===== config.mk =====
export PLATFORM = sky130hd
export DESIGN_NAME = cache_controller
export DESIGN_NICKNAME = d
export VERILOG_FILES = /design/src/rtl/cache_pkg.sv /design/src/rtl/cache_line_store.sv /design/src/rtl/cache_controller.sv
export SDC_FILE = /design/constraint.sdc
export NUM_CORES = 2
export LEC_CHECK = 0
export CORE_ASPECT_RATIO = 0.5
export CORE_MARGIN = 5
export CORE_UTILIZATION = 30
export CTS_CLUSTER_DIAMETER = 30
export CTS_CLUSTER_SIZE = 10
export DETAILED_ROUTE_END_ITERATION = 16
export MAX_ROUTING_LAYER = met4
export SYNTH_ARGS = -nofsm -noshare
export SYNTH_HDL_FRONTEND = slang
export SYNTH_SLANG_ARGS = --single-unit

===== constraint.sdc =====
create_clock -name clk -period 11 [get_ports clk]
set_input_delay 1.65 -clock clk [delete_from_list [all_inputs] [get_ports clk]]
set_output_delay 1.65 -clock clk [all_outputs]
set_load 0.01 [all_outputs]

===== src/rtl/cache_pkg.sv =====
// Shared types and address-field constants for the direct-mapped data cache.
package cache_pkg;

  localparam int unsigned ADDR_W_DEF  = 32;
  localparam int unsigned DATA_W_DEF  = 32;
  localparam int unsigned INDEX_W_DEF = 6;
  localparam int unsigned TAG_W       = ADDR_W_DEF - INDEX_W_DEF - 2;
  localparam int unsigned INDEX_LSB   = 2;
  localparam int unsigned TAG_LSB     = INDEX_LSB + INDEX_W_DEF;

  typedef enum logic [2:0] {
    ST_IDLE,
    ST_LOOKUP,
    ST_FILL,
    ST_WR_THRU,
    ST_DONE
  } state_e;

endpackage


===== src/rtl/cache_line_store.sv =====
// Valid/tag/data arrays: combinational read, one synchronous write, sync clear of valids.
module cache_line_store
  import cache_pkg::*;
#(
  parameter int unsigned INDEX_W = INDEX_W_DEF,
  parameter int unsigned TAG_WID = TAG_W,
  parameter int unsigned DATA_W  = DATA_W_DEF
) (
  input  logic               clk,
  input  logic               clr_valid,
  input  logic [INDEX_W-1:0] rd_idx,
  output logic               rd_valid,
  output logic [TAG_WID-1:0] rd_tag,
  output logic [DATA_W-1:0]  rd_data,
  input  logic               wr_en,
  input  logic [INDEX_W-1:0] wr_idx,
  input  logic [TAG_WID-1:0] wr_tag,
  input  logic [DATA_W-1:0]  wr_data
);

  localparam int unsigned LINES = 1 << INDEX_W;

  logic [LINES-1:0]   valid_q, valid_d;
  logic [TAG_WID-1:0] tag_q  [LINES];
  logic [DATA_W-1:0]  data_q [LINES];

  always_comb begin
    valid_d = valid_q;
    if (clr_valid) begin
      valid_d = '0;
    end else if (wr_en) begin
      valid_d[wr_idx] = 1'b1;
    end
  end

  // Tag/data are deliberately not cleared; only the valid bits gate a hit.
  always_ff @(posedge clk) begin
    valid_q <= valid_d;
    if (wr_en && !clr_valid) begin
      tag_q[wr_idx]  <= wr_tag;
      data_q[wr_idx] <= wr_data;
    end
  end

  assign rd_valid = valid_q[rd_idx];
  assign rd_tag   = tag_q[rd_idx];
  assign rd_data  = data_q[rd_idx];

endmodule


===== src/rtl/cache_controller.sv =====
// Direct-mapped, write-through, no-write-allocate data cache with a four-phase requester handshake.
module cache_controller
  import cache_pkg::*;
#(
  parameter int unsigned ADDR_W  = ADDR_W_DEF,
  parameter int unsigned DATA_W  = DATA_W_DEF,
  parameter int unsigned INDEX_W = INDEX_W_DEF
) (
  input  logic              clk,
  input  logic              rst,
  input  logic              enable,
  input  logic              mem_read,
  input  logic              mem_write,
  input  logic [ADDR_W-1:0] address,
  input  logic [DATA_W-1:0] write_data,
  output logic              mem_ready,
  output logic [DATA_W-1:0] read_data,
  output logic              hit,
  output logic              mm_req,
  output logic              mm_we,
  output logic [ADDR_W-1:0] mm_addr,
  output logic [DATA_W-1:0] mm_wdata,
  input  logic [DATA_W-1:0] mm_rdata,
  input  logic              mm_ack,
  output logic [15:0]       hit_cnt,
  output logic [15:0]       miss_cnt
);

  localparam int unsigned TAG_W_L   = ADDR_W - INDEX_W - 2;
  localparam int unsigned TAG_LSB_L = INDEX_LSB + INDEX_W;

  state_e              state_q, state_d;
  logic [ADDR_W-1:0]   addr_q, addr_d;
  logic [DATA_W-1:0]   wdata_q, wdata_d;
  logic                is_wr_q, is_wr_d;
  logic                mem_ready_q, mem_ready_d;
  logic [DATA_W-1:0]   read_data_q, read_data_d;
  logic                hit_q, hit_d;
  logic                mm_req_q, mm_req_d;
  logic                mm_we_q, mm_we_d;
  logic [ADDR_W-1:0]   mm_addr_q, mm_addr_d;
  logic [DATA_W-1:0]   mm_wdata_q, mm_wdata_d;
  logic [15:0]         hit_cnt_q, hit_cnt_d;
  logic [15:0]         miss_cnt_q, miss_cnt_d;

  logic                st_valid;
  logic [TAG_W_L-1:0]  st_tag;
  logic [DATA_W-1:0]   st_rdata;
  logic                st_wr_en;
  logic [DATA_W-1:0]   st_wr_data;
  logic [INDEX_W-1:0]  line_idx;
  logic [TAG_W_L-1:0]  line_tag;
  logic                lookup_hit;

  assign line_idx   = addr_q[TAG_LSB_L-1:INDEX_LSB];
  assign line_tag   = addr_q[ADDR_W-1:TAG_LSB_L];
  assign lookup_hit = st_valid && (st_tag == line_tag);

  cache_line_store #(
    .INDEX_W (INDEX_W),
    .TAG_WID (TAG_W_L),
    .DATA_W  (DATA_W)
  ) u_store (
    .clk       (clk),
    .clr_valid (rst),
    .rd_idx    (line_idx),
    .rd_valid  (st_valid),
    .rd_tag    (st_tag),
    .rd_data   (st_rdata),
    .wr_en     (st_wr_en && !rst),
    .wr_idx    (line_idx),
    .wr_tag    (line_tag),
    .wr_data   (st_wr_data)
  );

  always_comb begin
    state_d     = state_q;
    addr_d      = addr_q;
    wdata_d     = wdata_q;
    is_wr_d     = is_wr_q;
    mem_ready_d = mem_ready_q;
    read_data_d = read_data_q;
    hit_d       = hit_q;
    mm_req_d    = mm_req_q;
    mm_we_d     = mm_we_q;
    mm_addr_d   = mm_addr_q;
    mm_wdata_d  = mm_wdata_q;
    hit_cnt_d   = hit_cnt_q;
    miss_cnt_d  = miss_cnt_q;
    st_wr_en    = 1'b0;
    st_wr_data  = wdata_q;

    case (state_q)
      ST_IDLE: begin
        if (enable) begin
          addr_d  = {address[ADDR_W-1:2], 2'b00};
          wdata_d = write_data;
          is_wr_d = mem_write;
          if (mem_write || mem_read) begin
            state_d = ST_LOOKUP;
          end else begin
            mem_ready_d = 1'b1;
            state_d     = ST_DONE;
          end
        end
      end
      ST_LOOKUP: begin
        hit_d = lookup_hit;
        if (is_wr_q) begin
          if (lookup_hit) begin
            st_wr_en  = 1'b1;
            hit_cnt_d = hit_cnt_q + 16'd1;
          end
          mm_req_d   = 1'b1;
          mm_we_d    = 1'b1;
          mm_addr_d  = addr_q;
          mm_wdata_d = wdata_q;
          state_d    = ST_WR_THRU;
        end else if (lookup_hit) begin
          read_data_d = st_rdata;
          hit_cnt_d   = hit_cnt_q + 16'd1;
          mem_ready_d = 1'b1;
          state_d     = ST_DONE;
        end else begin
          miss_cnt_d = miss_cnt_q + 16'd1;
          mm_req_d   = 1'b1;
          mm_we_d    = 1'b0;
          mm_addr_d  = addr_q;
          state_d    = ST_FILL;
        end
      end
      ST_FILL: begin
        if (mm_ack) begin
          st_wr_en    = 1'b1;
          st_wr_data  = mm_rdata;
          read_data_d = mm_rdata;
          mm_req_d    = 1'b0;
          mem_ready_d = 1'b1;
          state_d     = ST_DONE;
        end
      end
      ST_WR_THRU: begin
        if (mm_ack) begin
          mm_req_d    = 1'b0;
          mm_we_d     = 1'b0;
          mem_ready_d = 1'b1;
          state_d     = ST_DONE;
        end
      end
      ST_DONE: begin
        if (!enable) begin
          mem_ready_d = 1'b0;
          state_d     = ST_IDLE;
        end
      end
      default: state_d = ST_IDLE;
    endcase
  end

  always_ff @(posedge clk) begin
    if (rst) begin
      state_q     <= ST_IDLE;
      addr_q      <= '0;
      wdata_q     <= '0;
      is_wr_q     <= 1'b0;
      mem_ready_q <= 1'b0;
      read_data_q <= '0;
      hit_q       <= 1'b0;
      mm_req_q    <= 1'b0;
      mm_we_q     <= 1'b0;
      mm_addr_q   <= '0;
      mm_wdata_q  <= '0;
      hit_cnt_q   <= '0;
      miss_cnt_q  <= '0;
    end else begin
      state_q     <= state_d;
      addr_q      <= addr_d;
      wdata_q     <= wdata_d;
      is_wr_q     <= is_wr_d;
      mem_ready_q <= mem_ready_d;
      read_data_q <= read_data_d;
      hit_q       <= hit_d;
      mm_req_q    <= mm_req_d;
      mm_we_q     <= mm_we_d;
      mm_addr_q   <= mm_addr_d;
      mm_wdata_q  <= mm_wdata_d;
      hit_cnt_q   <= hit_cnt_d;
      miss_cnt_q  <= miss_cnt_d;
    end
  end

  assign mem_ready = mem_ready_q;
  assign read_data = read_data_q;
  assign hit       = hit_q;
  assign mm_req    = mm_req_q;
  assign mm_we     = mm_we_q;
  assign mm_addr   = mm_addr_q;
  assign mm_wdata  = mm_wdata_q;
  assign hit_cnt   = hit_cnt_q;
  assign miss_cnt  = miss_cnt_q;

endmodule

Word level (Yosys, flattened, before mapping) --
Memory sizes are Yosys's and may differ from the RTL's. A register that Yosys moved wholly into a read port is not among the register bits. Cells that the tools add are included. Widths: inputs -> output; s select.
Word-level totals: bits in registers 262, bits in writable memories 3584, input port bits 102, output and inout bits 132, logic and storage cells 103, memories kept 2
Memory list:
- u_store.data_q | depth 64, width 32, rd ports 1, clocked after Yosys merged registers in 1, write ports 1, RTL line cache_line_store.sv:25 | logic [DATA_W-1:0] data_q [LINES];
- u_store.tag_q | depth 64, width 24, rd ports 1, clocked after Yosys merged registers in 1, write ports 1, RTL line cache_line_store.sv:24 | logic [TAG_WID-1:0] tag_q [LINES];
Operators by class: $add $sub $neg 2, magnitude comparators 2, equality and inequality tests 15, multiplexer cells 43, bitwise gates (word level) 3, reductions and logical operators 22
Operator list (count):
- $mux 32 | 7
- $or 64x64->64 | 1
- $pmux 32 s2 | 1
- $add 16x1->16 const B | 2
- $eq 24x24->1 | 1
- $mux 6 | 4
- $mux 1 | 18
- $mux 3 | 6
- $ne 2x2->1 const B | 8
- $pmux 3 s4 | 1
- $reduce_and 3->1 | 4
- $reduce_and 2->1 | 4
- $lt 6x7->1 const B | 1
- $reduce_and 7->1 | 1
- $bmux 1 s6 | 1
- $demux 1 s6 | 1
- $eq 3x2->1 const B | 2
- $ge 6x1->1 const B | 1
- $pmux 1 s2 | 3
- $reduce_bool 2->1 | 3
- $logic_and 1x1->1 | 4
- $pmux 1 s4 | 1
- $reduce_and 4->1 | 1
- $reduce_bool 4->1 | 1
- 9 further kinds | 10

Longest topological paths before layout --
depth after elaboration 10, gate-level depth with buffers 21, mapped depth without buffers 11

Cells and area by module --
From an unflattened synthesis, not the netlist that was laid out.
Second synthesis, totals: cell total of the unflattened synthesis 6991, area total of the unflattened synthesis 146867.1 um^2
By module, submodules not included:
- cache_line_store | instances 1, cells each 6025, area each 138600.4 um^2, sequential area each 108904.4 um^2
- cache_controller | instances 1, cells each 966, area each 8266.7 um^2, sequential area each 3923.8 um^2

Worst setup path before layout --
OpenSTA, ideal clock, no wires.
kind register to register, start reg (tool-made name), end mem u_store.data_q[10][0] in the netlist's numbering, enable pin, library setup time 0.541 ns, arrival 7.499 ns, required time 10.459 ns, path slack 2.960 ns, cell stages (with the launch flop) 16, path buffers 6, clock period less this slack 8.040 ns, cells stage by stage dfxtp_1 -> buf_4 -> buf_2 -> buf_2 -> buf_1 -> mux4_2 -> mux4_2 -> nand2_1 -> nand4_1 -> xor2_1 -> nor4_1 -> and4_1 -> clkbuf_1 -> a31oi_1 -> clkbuf_1 -> nor3_1
RTL lines (RTL line):
- end: declaration | cache_line_store.sv:25

==> metrics.md <==
| Metric | Value |
|---|---|
| CTS tree | `done` |
| Ratio of cells with drive above 1 in the final layout | `28.0%` |
| Crit-path most repeated cell | `buf_4` |
| Initial antenna violation count | `6` |
| CP Capture Type | `flip-flop` |
| Setup Fix Bufs, Post-CTS | `0` |
| Rel. slew slack | `around 7.4%` |
| Final Wtd Congestion | `0.802` |
| Sequential area share after synthesis | `76.2%` |
| Total routed wirelength | `~430000 um` |
| Final Hold Vio Count | `0` |
| Htree depth | `6` |
| Commonest non-fill, non-tap cell in the layout | `edfxtp_1` |
| Core area | `between 400000 and 500000 um^2` |
| Seq pwr share | `40.3%` |
| CP peak stage delay | `740 ps` |
| Min-Delay Path Class | `reg2reg` |
| ANT nets after route | `0` |
| Post-DP HPWL | `around 220000 um` |
| Status | `completed` |
| Sw Ratio | `24.9%` |
| DRC Markers | `0` |
| CP required | `11510 ps` |
| Fin Setup TNS | `0 ps` |
| Top area cells in the synthesized netlist | `edfxtp_1 (73%), mux4_2 (14%), dfxtp_1 (3.6%)` |
| Crit path kind | `reg2reg` |
| Critical path cell sequence | `buf_12 > buf_12 > buf_4 > mux4_2 > mux2i_1 > o22ai_1 > a21oi_1 > and3b_1 > o21ba_2 > and4_1 > nand3_2 > o31a_1 > buf_4 > nor2_4 > buf_4 > buf_4` |
| Worst-path clk slew | `50 ps` |
| Post-synthesis cell type count | `81` |
| RSZ-0062 raised after global routing | `no` |
| GRT Residual Overflow | `0` |
| Final instance area | `181000 um^2` |
| Port buffer count | `around 230` |
| Hold_buf cts | `0` |
| Ys Warns | `0` |
| Yosys top cell area share | `72.6%` |
| Area Growth Syn to Fin | `22.4%` |
| Num rows | `182` |
| Worst slew pin tran | `1350 ps` |
| Clock root cell | `clkbuf_16` |
| Fillers | `around 44000` |
| 1st-pass router iterations | `8` |
| Part of the power in the clock network | `46.8%` |
| Die Y-Extent | `roughly 500 um` |
| Routed wire per std cell | `29.2 um` |
| 1st-iter DRT viols | `slightly above 10000` |
| Vias per cell | `~5.2` |
| Vias | `approximately 78000` |
| Syn_area_per_cell | `roughly 21 um^2` |
| Setup ws final | `2980 ps` |
| FF/Latch Area | `113000 um^2` |
| Final clock skew | `around 70 ps` |
| Max-cap violation count | `0` |
| Cell Pwr Density | `235 nW/um^2` |
| Final min period | `8020 ps` |
| VDD IR-drop max | `0.000156 V` |
| Overall Global Routing Usage | `17.0%` |
| Crit-path max FO | `92` |
| Die area | `a little over 500000 um^2` |
| Cells after Synth | `between 7000 and 8000` |
| Area of placed instances | `approximately 160000 um^2` |
| Logic pwr share | `12.9%` |
| Clk_lat worst skew | `about 950 ps` |
| Pre-CTS setup slack | `2920 ps` |
| First-pass GRT wire length | `604000 um` |
| EDFF count, synth | `between 3000 and 4000` |
| Most frequent cells in the layout | `edfxtp_1 (3584), mux4_2 (926), clkbuf_16 (649)` |
| Multi-input logic area | `between 30000 and 40000 um^2` |
| FMAX | `0.125 GHz` |
| Syn Std Cell Area | `148000 um^2` |
| P_sw | `~11000 uW` |
| Clock Path Buffers | `4` |
| Die W | `1000 um` |
| Initial Util | `roughly 30%` |
| Worst setup SP type | `flip-flop` |
| Synthesized flop and latch total | `3850` |
| Final period utilization | `roughly 73%` |
| CTS Sinks | `3850` |
| CTS resizes | `0` |
| Largest net degree at the start of global routing | `100` |
| # setup viols final | `0` |
| Num CTS Buffers | `between 600 and 700` |
| Pint | `approximately 32000 uW` |
| LEAKAGE | `roughly 0.057 uW` |
| Post-synth top area cell | `edfxtp_1` |
| Post-layout net count | `roughly 8000` |
| Slowest stage cell, crit path | `buf_4` |
| Arrival @ worst endpoint | `8530 ps` |
| I/O pin count | `234` |
| Vias in the first global route | `77400` |
| Max-slew violation count | `0` |
| Async SR Flop Fraction | `0%` |
| Main flop type after synthesis | `edfxtp_1` |
## routing by layer
| layer | up-vias | track usage [%] | part of all wire, % |
|---|---|---|---|
| li1 | 31200 | - | - |
| met1 | 42100 | 22.6 | 41 |
| met2 | 3735 | 27.0 | 48 |
| met3 | 733 | 2.80 | 8.1 |
| met4 | 0 | 4.94 | 2.9 |
| met5 | - | - | 0 |
## flip-flops by register name (all words and copies together) (netlist names), 30 cells and up, named ones only
signal,flops
addr_q,30
mm_addr,30
mm_wdata,32
read_data,32
u_store.data_q,2048
u_store.tag_q,1536
u_store.valid_q,64
wdata_q,32
## through the flow
stage / power, uW / hold slack [ps] / std cells / utilization [%]
final: 42600 / 449 / 14900 / 36.9
after global routing: 43800 / 465 / 14900 / 36.9
after CTS: 42800 / 450 / 14900 / 36.9
after detailed placement: 23000 / 439 / 13700 / 32.5
after global placement: 22900 / 429 / 13700 / 32.5
after floorplan: 21000 / 421 / 7130 / -
## worst max-delay path: cells and delay by family, from the launching register on
family	cells	cell delay, ps
muxes	2	800
AOI/OAI and AO/OA	4	940
DFF	1	610
and+or+nand+nor	4	1340
buffers and inverters	6	3290
## power groups by stage
| stage | registers, uW | logic, uW | clock network, uW |
|---|---|---|---|
| after global routing | 17100 | 5830 | 20800 |
| after detailed placement | 17400 | 5530 | 0 |
| final | 17200 | 5500 | 19900 |
| after CTS | 17200 | 5540 | 20100 |
| after global placement | 17400 | 5450 | 0 |
| after floorplan | 17500 | 3460 | 0 |
## Yosys cell counts (6+ instances only)
cell type / count
xnor2_1: 25
o2111ai_1: 6
a31oi_1: 11
inv_1: 14
mux2_2: 20
a22oi_1: 107
nor2b_1: 25
a2111oi_0: 6
o22ai_1: 32
o211ai_1: 18
clkbuf_1: 236
mux2i_1: 393
buf_1: 30
a211oi_1: 8
nand2_1: 466
a21o_1: 65
nand3_1: 107
and3_1: 10
o31a_1: 6
nand2b_1: 16
or2_2: 9
nor4_1: 7
buf_2: 123
edfxtp_1: 3584
buf_4: 29
nor3_1: 51
a21oi_1: 180
nand3b_1: 6
and2_1: 15
o2bb2ai_1: 30
dfxtp_1: 266
a22o_1: 6
nor2_1: 91
buf_6: 7
mux4_2: 926
o21ai_0: 28
xor2_1: 7
a221oi_1: 21
nand4_1: 31
or3_1: 20
## area by class of cell
class / instances / area share (%)
Antenna cell: 5 / 0.00690
Clock buffer: 741 / 9.19
Clock inverter: 404 / 2.66
Inverter: 16 / 0.0386
Multi-Input combinational cell: 2837 / 18.6
Sequential cell: 3850 / 62.3
Tap cell: 6532 / 4.51
Timing Repair Buffer: 495 / 2.66
## cells by family (layout without fill, tap and decap cells)
family / count (synthesis) / count (layout) / share of synthesized area, %
compound gates: 583 / 583 / 2.69
xor+xnor: 32 / 32 / 0.189
fa+ha+maj: 2 / 2 / 0.0169
buf+inv: 443 / 1656 / 1.34
flops: 3850 / 3850 / 76.2
mux: 1339 / 1339 / 16.9
other cells: 1 / 7 / 0.00253
simple gates: 879 / 879 / 2.69
## path summary, 6_finish.rpt
kind              slack [ps]                      to           startpoint  cells past startpoint
hold / removal           450     u_store.valid_q[16]  u_store.valid_q[16]                      1
setup reg to reg        2980  u_store.data_q[41][26]            flip-flop                     16
hold reg to reg          450     u_store.valid_q[16]  u_store.valid_q[16]                      1
setup / recovery        2980  u_store.data_q[41][26]            flip-flop                     16
Power figures use the tool's default switching activity.
